===== src/rtl/clock_divider_pkg.sv =====
// Shared helpers and constants for the tick generator and the LED/scan blocks that use it.
// Counter width is derived here so every user of the divider sizes its debug count the same way.
package clock_divider_pkg;

    // Common divide ratios for a 100 MHz system clock
    localparam int DIV_1HZ   = 100_000_000;
    localparam int DIV_4HZ   = 25_000_000;
    localparam int DIV_1KHZ  = 100_000;

    // Width of a phase counter that must hold 0..div-1; never narrower than one bit
    function automatic int cnt_width(input int div);
        int w;
        w = $clog2(div);
        return (w < 1) ? 1 : w;
    endfunction

endpackage


===== src/rtl/clock_divider.sv =====
// Programmable tick generator: one-clk strobe every DIV_VALUE enabled clk cycles.
// No derived clock is produced; downstream logic stays on clk and qualifies with tick.
// Optional feature macro: CLOCK_DIVIDER_TOGGLE_EN adds a tick_tg square wave that flips
// on every tick. Without it tick_tg is a constant 0 and the port list is unchanged.
module clock_divider
    import clock_divider_pkg::*;
#(
    parameter int DIV_VALUE = 10
) (
    input  logic                            clk,
    input  logic                            rst,
    input  logic                            enable,
    output logic                            tick,
    output logic [cnt_width(DIV_VALUE)-1:0] count,
    output logic                            tick_tg
);

    localparam int CNT_W = cnt_width(DIV_VALUE);
    localparam logic [CNT_W-1:0] LAST_PHASE = CNT_W'(DIV_VALUE - 1);
    localparam logic [CNT_W-1:0] ONE        = CNT_W'(1);

    // A divide ratio below one has no meaningful tick period
    generate
        if (DIV_VALUE < 1) begin : gParamCheck
            $error("clock_divider: DIV_VALUE must be >= 1");
        end
    endgenerate

    logic [CNT_W-1:0] count_q, count_d;
    logic             tick_q, tick_d;

    // Next phase and strobe: advance only when enabled, wrap and strobe on the last phase
    always_comb begin
        count_d = count_q;
        tick_d  = 1'b0;
        if (enable) begin
            if (count_q == LAST_PHASE) begin
                count_d = '0;
                tick_d  = 1'b1;
            end else begin
                count_d = count_q + ONE;
            end
        end
    end

    // Phase counter and registered strobe; reset discards any partial phase
    always_ff @(posedge clk) begin
        if (rst) begin
            count_q <= '0;
            tick_q  <= 1'b0;
        end else begin
            count_q <= count_d;
            tick_q  <= tick_d;
        end
    end

    assign tick  = tick_q;
    assign count = count_q;

`ifdef CLOCK_DIVIDER_TOGGLE_EN
    logic tick_tg_q;

    // Flip on the same edge that raises tick, giving a 50% duty wave of period 2*DIV_VALUE
    always_ff @(posedge clk) begin
        if (rst) begin
            tick_tg_q <= 1'b0;
        end else if (tick_d) begin
            tick_tg_q <= ~tick_tg_q;
        end
    end

    assign tick_tg = tick_tg_q;
`else
    assign tick_tg = 1'b0;
`endif

endmodule


===== config.mk =====
export PLATFORM = sky130hd
export DESIGN_NAME = clock_divider
export DESIGN_NICKNAME = d
export VERILOG_FILES = /design/src/rtl/clock_divider_pkg.sv /design/src/rtl/clock_divider.sv
export SDC_FILE = /design/constraint.sdc
export NUM_CORES = 1
export LEC_CHECK = 0
export BUFFER_PORTS_ARGS = -buffer_cell sky130_fd_sc_hd__clkbuf_2
export CELL_PAD_IN_SITES_DETAIL_PLACEMENT = 0
export CELL_PAD_IN_SITES_GLOBAL_PLACEMENT = 1
export CORE_AREA = 2 2 39 41
export CTS_BUF_LIST = sky130_fd_sc_hd__clkbuf_4 sky130_fd_sc_hd__clkbuf_8
export DETAILED_ROUTE_END_ITERATION = 12
export DIE_AREA = 0 0 41 43
export PLACE_DENSITY = 0.55
export RECOVER_POWER = 100
export SLEW_MARGIN = 40
export SYNTH_ARGS = -nofsm -noshare
export SYNTH_HDL_FRONTEND = slang
export SYNTH_SLANG_ARGS = --single-unit

===== constraint.sdc =====
create_clock -name clk -period 1.7 [get_ports clk]
set_input_delay 0.34 -clock clk [delete_from_list [all_inputs] [get_ports clk]]
set_output_delay 0.34 -clock clk [all_outputs]
set_load 0.02 [all_outputs]

# After elaboration in Yosys (flattened, before gate mapping)
# Index checks and enable logic that the tools add are counted.
# W data, S select, Z words.
[word_totals]
output_inout_bits = 6
in_bits = 3
reg_bits = 5
word_cells = 8
[op_classes]
n_eq_ne = 1
n_mux = 2
addsub = 1
n_reduce_logical = 1
bitwise = 1
[op_table]
columns = ["cell", "n"]
rows = [
  ["$add A4 B1 Y4 const B", 1],
  ["$eq A4 B4 Y1 const B", 1],
  ["$mux W4", 1],
  ["$reduce_or A2 Y1", 1],
  ["$mux W1", 1],
  ["$not A1 Y1", 1],
]

# Longest topological paths before layout
[logic_depth]
word_depth = 2
ltp_mapped = 3
ltp_nobuf = 3

# Least setup slack after synthesis
# OpenSTA, ideal clock, no wires.
[synth_path]
path_kind = "flip-flop to flip-flop"
start = "register count_q[1], in the netlist count[1]"
end = "register count_q[3], in the netlist count[3]"
setup_ns = 0.088
t_arrival_ns = 1.069
path_stages_with_launch = 4
required_time_ns = 1.612
setup_slack_ns = 0.543
period_less_slack_ns = 1.157
n_path_buf = 0
path_cell_list = "dfxtp_1 nand3_2 mux2_2 o32ai_2"
[synth_between]
elab_chain_len = 2
elab_cells_between_ends = 3
cone_classes = "add/sub (1); eq/ne (1); mux (1)"
[synth_lines]
columns = ["element", "line_no", "rtl"]
rows = [
  ["start: declaration", "clock_divider.sv:29", "logic [CNT_W-1:0] count_q, count_d;"],
  ["start signal: assignment", "clock_divider.sv:52", "count_q <= count_d;"],
  ["$add A4 B1 Y4 or $eq A4 B4 Y1 (tied branches)", "clock_divider.sv:41, clock_divider.sv:37", ""],
  ["$mux W4 (*)", "clock_divider.sv:37", "if (count_q == LAST_PHASE) begin"],
]
# Mark *: on every way between the ends. The rest lies on a longest branch, timed or not.
# A chain may end at the register's enable or synchronous reset.

# Final worst setup path
[layout_path]
start = "register count_q[1], in the netlist count[1]"
end = "output port count[1]"
[layout_rtl]
columns = ["element", "line_no", "rtl"]
rows = [
  ["end: declaration", "clock_divider.sv:14", "output logic [cnt_width(DIV_VALUE)-1:0] count,"],
]
# No word-level cell between the ends.

==> results.yml <==
run_status:
  status: "finished, final reports clean"
yosys:
  ys_seq_area_share_pct: 44.44
  synthXorXnorAreaFrac_pct: 7.778
  synthTopCellsByArea: "dfxtp_1, xnor2_1, o32ai_2, mux2_2, a21oi_1"
  synthAdderAreaFrac_pct: 0
  synth-simple-area-share_pct: 24.44
  synth_mux_area_share_pct: 5.000
  synth_top_cell_area_share_pct: 44.44
  syn_area_um2: 225.2
  syn_nets: 26
  avgSynthCellArea_um2: 9.792
  synth_area_leader_cell: "dfxtp_1"
  synth_top_family_by_area: "simple AND/OR/NAND/NOR gates"
  synth.distinct_cells: 15
  synth-compound-area-share_pct: 11.67
  syn_inst: 23
  ys_warn_count: 0
  ys_seq_elements: 5
power:
  p_per_area_nw_per_um2: 1080
  power.switching_mw: 0.07008
  seqPwrFrac_pct: 41.9
  p_leak_nw: 0.1006
  p_clk_share_pct: 49.2
  swShare_pct: 22.85
  intPower_mw: 0.2365
  combPwrFrac_pct: 8.9
  ir_worst_vdd_v: 0.0004249
setup_path:
  path_cells: "clkbuf_1"
  crit_fanout: 7
  required_ps: 1360
  arrival_ps: 920
  cpPeakStageDelay_ps: 420
  cp.depth: 1
  start_kind: "flop"
  path_delay_family: "flip-flops"
  cp-end-kind: "primary output"
  rr_worst_depth: 3
  worst-path-buf-inv: 1
  cp_slowest_cell: "dfxtp_1"
  critPathKind: "flop to primary output"
cts:
  clk_path_buf_depth: 2
  cts_hold_buffers: 0
  cts_tree: "built"
  h-tree-depth: 1
  cts_resized: 0
  post-cts-setup-buffers: 0
  cts_sinks: 5
  path_clk_slew_ps: 40
  insertion_delay_ps: 240
  cts_buffers: 3
  cts_root_buffer: "clkbuf_4"
sta:
  slew_violations: 0
  fmax_mhz: 792.1
  fin_ws_ps: 437.6
  setup_tns_ps: 0
  fin_worst_skew_ps: 1.551
  period_share_pct: 74.26
  hold_violations: 0
  setup_viol: 0
  min_period_ps: 1262
  rsz0062_at_grt: "false"
grt:
  grt_pass1_wl_um: 641
  grt_pass1_vias: 164
  grt-ovfl-total: 0
  track_usage_pct: 5.924
  antenna_found_initial: 0
  grt_max_degree: 8
placement:
  placed_cell_area_um2: 272.8
  portBuffers: 7
  dp.cells: 45
  gp_congestion: 0.5254
  hpwl_um: 329.7
  dpl_worst_slack_ps: 577.2
detailed_routing:
  vias: 187
  wirelength_um: 422
  vias_per_cell: 3.816
  drcViolationCount: 0
  first_pass_iters: 2
  wl_per_cell_um: 8.612
  ant_nets: 0
  drt-initial-drc-count: 1
die:
  start_util_pct: 16.27
  dieArea_um2: 1763
  rows: 14
  ios: 9
  core_area_um2: 1384
  die_w_um: 41
  fp.dieH_um: 43
min_path:
  hp-class: "input port to flop"
  min_path_cells: 2
final_layout:
  synthToLayoutAreaGrowth_pct: 26.11
  final_util_pct: 20.52
  fin_area_um2: 284.0
  drive_gt1_share_pct: 24.24
  antenna_cells: 0
  finalNonFillerCells: 49
  fin_nets: 37
job:
  maxCapViolCount: 0
## metrics by stage
stage / hold WS (ps) / power (mW)
3_3_place_gp: 515.6 / 0.1592
4_1_cts: 355.8 / 0.3157
6_report: 353.5 / 0.3066
5_1_grt: 356.8 / 0.3241
2_1_floorplan: 409.1 / 0.1504
3_5_place_dp: 519.9 / 0.1606
## cells in the mapped netlist, drive strengths merged
| cell | instances |
|---|---|
| dfxtp | 5 |
| a21oi | 2 |
| nand2 | 2 |
| nor2 | 2 |
| xnor2 | 2 |
| buf | 1 |
| conb | 1 |
| inv | 1 |
| mux2 | 1 |
| nand2b | 1 |
| nand3 | 1 |
| nor4 | 1 |
| o32ai | 1 |
| or2b | 1 |
| or3b | 1 |
## area by class of cell
class / instances / area, um^2
fill: 155 / 1100
inverter: 1 / 3.754
sequential: 5 / 100.1
tap: 16 / 20.02
clock buffer: 4 / 30.03
multi-input combinational: 16 / 101.3
timing repair buffer: 7 / 28.78
## power by group through the flow
stage | Clock (mW) | Sequential, mW | Combinational, mW
after floorplan | 0 | 0.136 | 0.0147
final | 0.151 | 0.128 | 0.0273
after detailed placement | 0 | 0.131 | 0.0297
after CTS | 0.157 | 0.129 | 0.0298
after global placement | 0 | 0.130 | 0.0289
after global routing | 0.165 | 0.129 | 0.0303
## per-layer routing
metal / GRT usage, % / wire, um / share of wire [%]
met1: 7.395 / 197 / 47
met2: 6.563 / 140 / 33
met3: 7.853 / 84 / 20
met4: 0 / 0 / 0
met5: 0 / 0 / 0
## cells in the final DEF (no fill, tap or decap)
cell / instances
or3b_1: 1
conb_1: 1
nor4_1: 1
dfxtp_1: 5
nand3_1: 1
clkbuf_4: 4
xnor2_1: 2
nor2_1: 2
clkbuf_2: 2
a21oi_1: 2
nand2_1: 2
inv_1: 1
or2b_2: 1
clkbuf_1: 5
nand2b_1: 1
o32ai_1: 1
mux2_2: 1
## cells by family after synthesis
family,after synthesis
AND/OR/NAND/NOR,9
flip-flops,5
AO/OA/AOI/OAI,3
XOR/XNOR,2
buffers and inverters,2
multiplexers,1
other,1
## path summary, 6_finish.rpt
kind | start | endpoint | slack, ps
worst min-delay path | rst | count[2]$_SDFFE_PP0P_ | 350
worst min register to register | count[3]$_SDFFE_PP0P_ | tick$_SDFF_PP0_ | 530
worst max-delay path | count[1]$_SDFFE_PP0P_ | count[1] | 440
worst max register to register | count[1]$_SDFFE_PP0P_ | count[3]$_SDFFE_PP0P_ | 560
## sequential cells by signal (all words and copies together), names as in the netlist
signal and flops:
tick 1, count 4
(Power assumes the default switching activity.)
